==> config.mk <==
export PLATFORM = sky130hd
export DESIGN_NAME = control_unit
export DESIGN_NICKNAME = d
export VERILOG_FILES = /design/src/rtl/control_unit.sv
export SDC_FILE = /design/constraint.sdc
export NUM_CORES = 1
export LEC_CHECK = 0
export CORE_MARGIN = 2
export CORE_UTILIZATION = 25
export CTS_CLUSTER_SIZE = 30
export DETAILED_ROUTE_END_ITERATION = 6
export GPL_TIMING_DRIVEN = 0
export PLACE_DENSITY_LB_ADDON = 0.05
export SLEW_MARGIN = 25
export SYNTH_ARGS = -nofsm -noshare
export SYNTH_HDL_FRONTEND = slang
export SYNTH_SLANG_ARGS = --single-unit
export TNS_END_PERCENT = 5
==> constraint.sdc <==
create_clock -name clk -period 1.9 [get_ports clk]
set_clock_uncertainty 0.15 [all_clocks]
set_input_delay 0.285 -clock clk [delete_from_list [all_inputs] [get_ports clk]]
set_output_delay 0.285 -clock clk [all_outputs]
set_load 0.01 [all_outputs]
==> src/rtl/control_unit.sv <==
// control_unit: multi-cycle instruction sequencer driving the DataPath strobes.
//
// Ports:
//   clk          system clock, all state changes on its rising edge
//   clr          asynchronous active-low reset
//   ir[31:0]     instruction register contents, opcode in ir[31:27]
//   mem_rdy      memory handshake, only observed when CU_MEM_READY_EN is defined
//   Pout..IncPC  fetch / memory strobes
//   Gra..Write   register-select and bus strobes
//   alu_control  ALU operation select, holds its value outside T4
//   run          high while sequencing instructions
//   illegal      sticky flag, set once an undefined opcode has executed
//
// Optional feature: define CU_MEM_READY_EN to stretch the Read/Write states
// (T1, ld T6, st T7) until mem_rdy is seen high at a rising edge.
module control_unit (
    input  logic        clk,
    input  logic        clr,
    input  logic [31:0] ir,
    input  logic        mem_rdy,
    output logic        Pout,
    output logic        MARen,
    output logic        Read,
    output logic        MDRen,
    output logic        MDROut,
    output logic        IRen,
    output logic        Pen,
    output logic        IncPC,
    output logic        Gra,
    output logic        Grb,
    output logic        Grc,
    output logic        Rin,
    output logic        Rout,
    output logic        BAout,
    output logic        Cout,
    output logic        Yen,
    output logic        ZLOen,
    output logic        ZLOout,
    output logic        Write,
    output logic [4:0]  alu_control,
    output logic        run,
    output logic        illegal
);
    typedef enum logic [3:0] {RESET_ST, T0, T1, T2, T3, T4, T5, T6, T7, HALTED} state_t;
    state_t state, next;
    logic [4:0] op, alu_q, alu_t4;
    logic is_ld, is_ldi, is_st, is_rr, is_addi, is_nop, is_halt, is_long, is_legal, stall;
    assign op       = ir[31:27];
    assign is_ld    = op == 5'b00000;
    assign is_ldi   = op == 5'b00001;
    assign is_st    = op == 5'b00010;
    assign is_rr    = op inside {5'b00011, 5'b00100, 5'b00101, 5'b00110};
    assign is_addi  = op == 5'b01100;
    assign is_nop   = op == 5'b11010;
    assign is_halt  = op == 5'b11011;
    assign is_long  = is_ld || is_ldi || is_st || is_rr || is_addi;
    assign is_legal = is_long || is_nop || is_halt;
    // register-register ops pass the opcode straight to the ALU, the rest add
    assign alu_t4      = is_rr ? op : 5'b00011;
    assign alu_control = (state == T4) ? alu_t4 : alu_q;
    assign run         = !(state == RESET_ST || state == HALTED);
`ifdef CU_MEM_READY_EN
    // memory states wait for the handshake; outputs stay up for the whole hold
    assign stall = !mem_rdy && (state == T1 || (state == T6 && is_ld) || (state == T7 && is_st));
    logic unused_ir;
    assign unused_ir = ^ir[26:0];
`else
    assign stall = 1'b0;
    logic unused_in;
    assign unused_in = ^{ir[26:0], mem_rdy};
`endif
    always_ff @(posedge clk or negedge clr) begin
        if (!clr) begin
            state   <= RESET_ST;
            alu_q   <= 5'b00000;
            illegal <= 1'b0;
        end else begin
            state <= next;
            if (state == T4) alu_q <= alu_t4;
            if (state == T3 && !is_legal) illegal <= 1'b1;
        end
    end
    always_comb begin
        next = state;
        case (state)
            RESET_ST: next = T0;
            T0:       next = T1;
            T1:       next = stall ? T1 : T2;
            T2:       next = T3;
            T3:       next = is_halt ? HALTED : (is_long ? T4 : T0);
            T4:       next = T5;
            T5:       next = (is_ld || is_st) ? T6 : T0;
            T6:       next = stall ? T6 : T7;
            T7:       next = stall ? T7 : T0;
            default:  next = HALTED;
        endcase
    end
    always_comb begin
        {Pout, MARen, Read, MDRen, MDROut, IRen, Pen, IncPC} = '0;
        {Gra, Grb, Grc, Rin, Rout, BAout, Cout, Yen, ZLOen, ZLOout, Write} = '0;
        case (state)
            T0: {Pout, MARen} = 2'b11;
            T1: {Read, MDRen, Pen, IncPC} = 4'b1111;
            T2: {MDROut, IRen} = 2'b11;
            T3: begin
                if (is_ld || is_ldi || is_st) {Grb, BAout, Yen} = 3'b111;
                if (is_rr || is_addi) {Grb, Rout, Yen} = 3'b111;
            end
            T4: begin
                ZLOen = 1'b1;
                if (is_rr) {Grc, Rout} = 2'b11;
                else Cout = 1'b1;
            end
            T5: begin
                ZLOout = 1'b1;
                if (is_ld || is_st) MARen = 1'b1;
                else {Gra, Rin} = 2'b11;
            end
            T6: begin
                MDRen = 1'b1;
                if (is_ld) Read = 1'b1;
                else {Gra, Rout} = 2'b11;
            end
            T7: begin
                if (is_ld) {MDROut, Gra, Rin} = 3'b111;
                else Write = 1'b1;
            end
            default: ;
        endcase
    end
endmodule

Word level (Yosys, flattened, before mapping). Cells that the tools add are included.

Latch bits: 0. Flip-flop bits (word level): 10. Bits in read-only memories: 0. Memories kept: 0. Input port bits: 35. Memory bits (writable): 0.

Shift-type cells: 0. Add/subtract/negate cells: 0. Muxes and demuxes: 32. Divide/modulo/power cells: 0. Multiply operators: 0. Order comparisons: 0. Bitwise operators: 0. Equal/unequal tests: 18. Reductions and logical operators: 17.

Operators by type and width (count): one-hot mux 4 bit (8 select lines) (1); 2-to-1 mux 1 bit (20); == test 4 x 3 -> 1 bit (second input constant) (4); == test 5 x 3 -> 1 bit (second input constant) (3); == test 5 x 2 -> 1 bit (second input constant) (2); == test 5 bit (second input constant) (2); 2-to-1 mux 5 bit (2); logical OR 1 bit (9); == test 4 x 2 -> 1 bit (second input constant) (2); == test 4 bit (second input constant) (2); one-hot mux 1 bit (2 select lines) (4); 2-to-1 mux 3 bit (2); one-hot mux 1 bit (3 select lines) (2); == test 5 x 1 -> 1 bit (second input constant) (1); == test 5 x 4 -> 1 bit (second input constant) (1); zero test 5 bit (1); == test 4 x 1 -> 1 bit (second input constant) (1); zero test 4 bit (1); 2-to-1 mux 4 bit (1); nonzero test 4 bit (1); OR reduction 2 bit (2); zero test 1 bit (2); logical AND 1 bit (1).

Logic depth before layout (Yosys ltp).
Depth in word-level cells: 9. Gate-level depth with buffers: 6. Depth with buffers taken out: 5.

Least setup slack after synthesis. Ideal clock, no wire load.

Path kind: input port to output port. Start: input ir[30]. End: output Rin. Data arrival time: 1.763 ns. Buffers on the path: 1. Stages: 5. Setup slack: -0.298 ns. Required time: 1.465 ns. Path through: buf_6 > or4_4 > or2_1 > or4_1 > a21oi_1.

Longest elaborated chain between the ends: 4. Elaborated cells on any way between the ends: 6. Those cells by class: eq/ne (1); mux (3); reduce/logical (2).

RTL lines: from (decl) (line 19) `input logic [31:0] ir,`; == test 5 x 2 -> 1 bit or zero test 5 bit (tied branches) (line 51, 49); logical OR 1 bit (line 116) `if (is_ld || is_st) MARen = 1'b1;`; 2-to-1 mux 1 bit (line 116); one-hot mux 1 bit (2 select lines) (*) (line 101) `case (state)`; to (decl) (line 32) `output logic Rin,`.

Every way passes the cells marked *; elsewhere a longest branch is shown, timed or not.

Final worst setup path.
Start: input ir[27]. End: output Rin.

Same word-level chain as after synthesis.

==> out/qor_table.md <==
| Group | Quantity | Reported |
|---|---|---|
| logic synthesis | Count of distinct cell types in the synthesized netlist | 30 |
| logic synthesis | Area share of the largest cell type after synthesis | 0.338 |
| logic synthesis | Synth Register Bits | 10 |
| sta | FMAX | 0.434 GHz |
| logic synthesis | Largest family of logic cells by synthesized area | simple AND/OR/NAND/NOR gates |
| drt | Number of vias after detailed routing | 861 |
| clock tree | Worst-Skew Late Latency | 0.26 ns |
| finish | Layout overhead on the synthesized area | 70.2% |
| clock tree | TritonCTS clock tree | yes |
| drt | Wirelength per Cell | 12.8 um |
| grt | Most Crowded Layer GR | met2 |
| grt | Met2 track utilization from global routing | 0.246 |
| logic synthesis | Share of the synthesized netlist area taken by xor and xnor gates | 0.0118 |
| grt | Antenna violations before repair | 0 |
| worst setup path | End of the worst register-to-register path | state[2] |
| worst setup path | Reg2reg start | state[3] |
| clock tree | Number of hold buffers added after CTS | 0 |
| finish | Final-stage net count | 181 |
| drt | Avg Vias per Cell | 4.89 |
| grt | Grt met1 use | 0.172 |
| floorplan | I/O pin total | 61 |
| worst setup path | CP arrival | 1.87 ns |
| worst setup path | WP data required | 1.46 ns |
| grt | Maximum number of pins on one net before global-route repair | 11 |
| logic synthesis | Synth area leader | dfrtp_1 |
| floorplan | Die span in x | 58.4 um |
| power | Leakage Power | 0.681 nW |
| sta | Worst Setup Slack, final | -0.404 ns |
| logic synthesis | Syn Std Cell Area | 739 um^2 |
| grt | Global Route met3 Usage | 0.0330 |
| power | Power density cells | 368 mW/mm^2 |
| sta | Total of endpoints with negative setup slack in the final report | 12 |
| outcome | Failing checks | negative setup slack |
| floorplan | Starting density of the core | 0.266 |
| drt | Final ANT Viol Nets | 0 |
| finish | Fraction of final layout cells with drive strength greater than 1 | 0.428 |
| sta | Normalized max-slew margin | 0.715 |
| floorplan | Area inside the core boundary | 0.00278 mm^2 |
| sta | Unrepaired setup endpoints after global routing | yes |
| worst setup path | Element type at the critical path end | output port |
| grt | Via count of the first global-routing pass | 853 |
| placed design | Placed wire-length estimate | 1510 um |
| logic synthesis | Warning count from the yosys run | 0 |
| logic synthesis | Net count after synthesis | 137 |
| clock tree | Root Driver | clkbuf_4 |
| clock tree | H-tree depth | 1 |
| sta | Final period util | 1.21 |
| sta | Pins over their slew limit | 0 |
| worst setup path | Flop2flop setup slack | 0.29 ns |
| finish | Finished Cell Area | 0.00126 mm^2 |
| logic synthesis | Simple-gate portion of the synthesized area | 0.394 |
| logic synthesis | Mean post-synth cell area | 7.25 um^2 |
| worst setup path | Worst-path fanout max | 9 |
| logic synthesis | Fraction of the yosys area taken by sequential cells | 0.338 |
| grt | GRT Overall Usage | 0.138 |
| drt | Initial DRC Count | 20 |
| floorplan | DIE AREA | 0.00341 mm^2 |
| power | Overall power | 0.463 mW |
| power | VDD IR max | 0.430 mV |
| worst setup path | Kind of critical path | in -> out |
| logic synthesis | Synthesized-area fraction occupied by ao, oa, aoi and oai cells | 0.174 |
| sta | Tmin final | 2.30 ns |
| finish | Number of fill cells in the layout | 287 |
| finish | Number of diodes added for antenna fixing | 0 |
| logic synthesis | Mapped Cells | 102 |
| flow run | Total of max-cap violations | 0 |
| clock tree | Buffer levels on the longest clock path | 2 |
| worst hold path | Path category of the worst min-delay check | in -> async |
| floorplan | Vertical extent of the die | 58.4 um |
| placed design | Placer's final routability congestion estimate | 0.737 |
| grt | Final global-route overflow total | 0 |
| logic synthesis | Portion of netlist area occupied by mux cells | 0 |
| sta | Final hold violation count | 0 |
| placed design | Number of input and output port buffers inserted | 31 |
| drt | TritonRoute pass-1 iters | 4 |
| clock tree | Number of sinks driven by the clock tree | 10 |
| logic synthesis | Adder-cell share of the synthesized area | 0 |
| drt | Total wire length after detailed routing | 2250 um |
| worst setup path | R2r worst-path depth | 5 |
| clock tree | Clock transition at the register clock pins on the worst setup and hold paths after CTS | 0.07 ns |
| grt | First-pass GRT wire length | 3690 um |
| placed design | DP Area | 0.00109 mm^2 |
| sta | Transition at the pin with the smallest max-transition slack | 0.427 ns |
| drt | DRC violation count after routing | 0 |
| floorplan | Number of cell rows | 19 |
| worst setup path | Crit path launch type | input port |
| clock tree | Inserted Clock Buffers | 3 |
| logic synthesis | Top cells by area in the synthesized netlist | dfrtp_1 34%, nand2_1 8.1%, nor2_1 6.1% |
| outcome | Outcome | finished with violations |
## final cells by class
cell class / instances / area, um^2 / share of cell area
clock buffer: 4 / 36.3 / 0.0288
timing repair buffer: 40 / 325 / 0.258
sequential: 10 / 253 / 0.201
multi-input combinational: 80 / 523 / 0.416
inverter: 4 / 15.0 / 0.0119
tap: 31 / 38.8 / 0.0308
buffer: 7 / 67.6 / 0.0537
## state kept, by name, indices dropped and copies added, names as in the netlist
signal   cells
alu_q        5
illegal      1
state        4
## metrics by stage
| stage | utilization | TNS [ns] | setup WS, ns | std cells | hold slack, ns |
|---|---|---|---|---|---|
| 2_1_floorplan | - | -0.300 | -0.257 | 102 | -0.161 |
| 3_3_place_gp | 0.393 | -15.97 | -1.34 | 164 | 0.299 |
| 3_5_place_dp | 0.393 | -16.02 | -1.34 | 164 | 0.302 |
| 4_1_cts | 0.443 | -4.38 | -0.432 | 173 | 0.183 |
| 5_1_grt | 0.453 | -3.37 | -0.463 | 176 | 0.200 |
| 6_report | 0.453 | -2.28 | -0.404 | 176 | 0.170 |
## worst max-delay path by stage
stage	from	to	slack [ns]	depth (start not counted)
finish	ir[27]	Rin	-0.40	6
global placement	ir[27]	Rin	-1.34	6
global route	ir[27]	Rin	-0.46	6
CTS	state[1]	Pen	-0.43	6
detailed placement	ir[27]	Rin	-1.34	6
floorplan	ir[30]	Rin	-0.26	5
## per-layer routing
layer	share of wire	up-vias
li1	-	433
met1	0.42	406
met2	0.54	22
met3	0.043	0
met4	0	0
met5	0	-
## cell usage in the layout (no fill, tap or decap), drive strengths merged, types with 2 or more instances in the layout
master         Yosys  routed
dlymetal6s2s       0       3
clkdlybuf4s15      0       6
or4                3       3
buf                3      26
nor2b              3       3
dlygate4sd2        0       3
nand2             16      16
nand2b             4       4
o21ai              8       8
clkdlybuf4s50      0       3
clkbuf             5      10
or3                2       2
nand3              5       5
nor3               3       3
dfrtp             10      10
inv                4       4
and2               4       4
nor2              12      12
a21oi              7       7
## synth_stat cells
library cell,count
buf_4,2
o21bai_1,1
inv_1,4
o311ai_0,1
a21oi_1,7
nand2b_1,4
and2_1,4
o22ai_1,1
or3_1,2
nand2_1,16
xor2_1,1
dfrtp_1,10
nor2_1,12
or4_4,1
a211oi_1,1
a32oi_1,1
or4_1,2
a21o_1,1
nor3_1,3
and3b_1,1
nand3_1,5
nand3b_1,1
nor2b_1,3
o21ai_0,8
and4b_1,1
or2_1,1
clkbuf_1,5
and3_1,1
buf_6,1
a21boi_0,1
## repair_timing
item	CTS	global route
gates cloned	0	0
pin swaps	5	4
buffers inserted	6	3
resized for setup	94	33
setup endpoints to repair	26	23
## power by group
| part | internal [mW] | switching, mW | leakage, nW |
|---|---|---|---|
| registers | 0.215 | 0.00119 | 0.110 |
| clock network | 0.116 | 0.0730 | 0.0210 |
| logic | 0.0281 | 0.0296 | 0.550 |
| total | 0.359 | 0.104 | 0.681 |
## cell families after synthesis
group	count (synthesis)
simple gates	57
compound gates	22
buf+inv	12
flops	10
xor+xnor	1
## critical path, cell delays in order
cell and delay [ns]:
buf_12 0.11, or4_4 0.54, or2_1 0.25, or4_4 0.42
a21oi_2 0.13, buf_2 0.13
(Power assumes the default switching activity.)
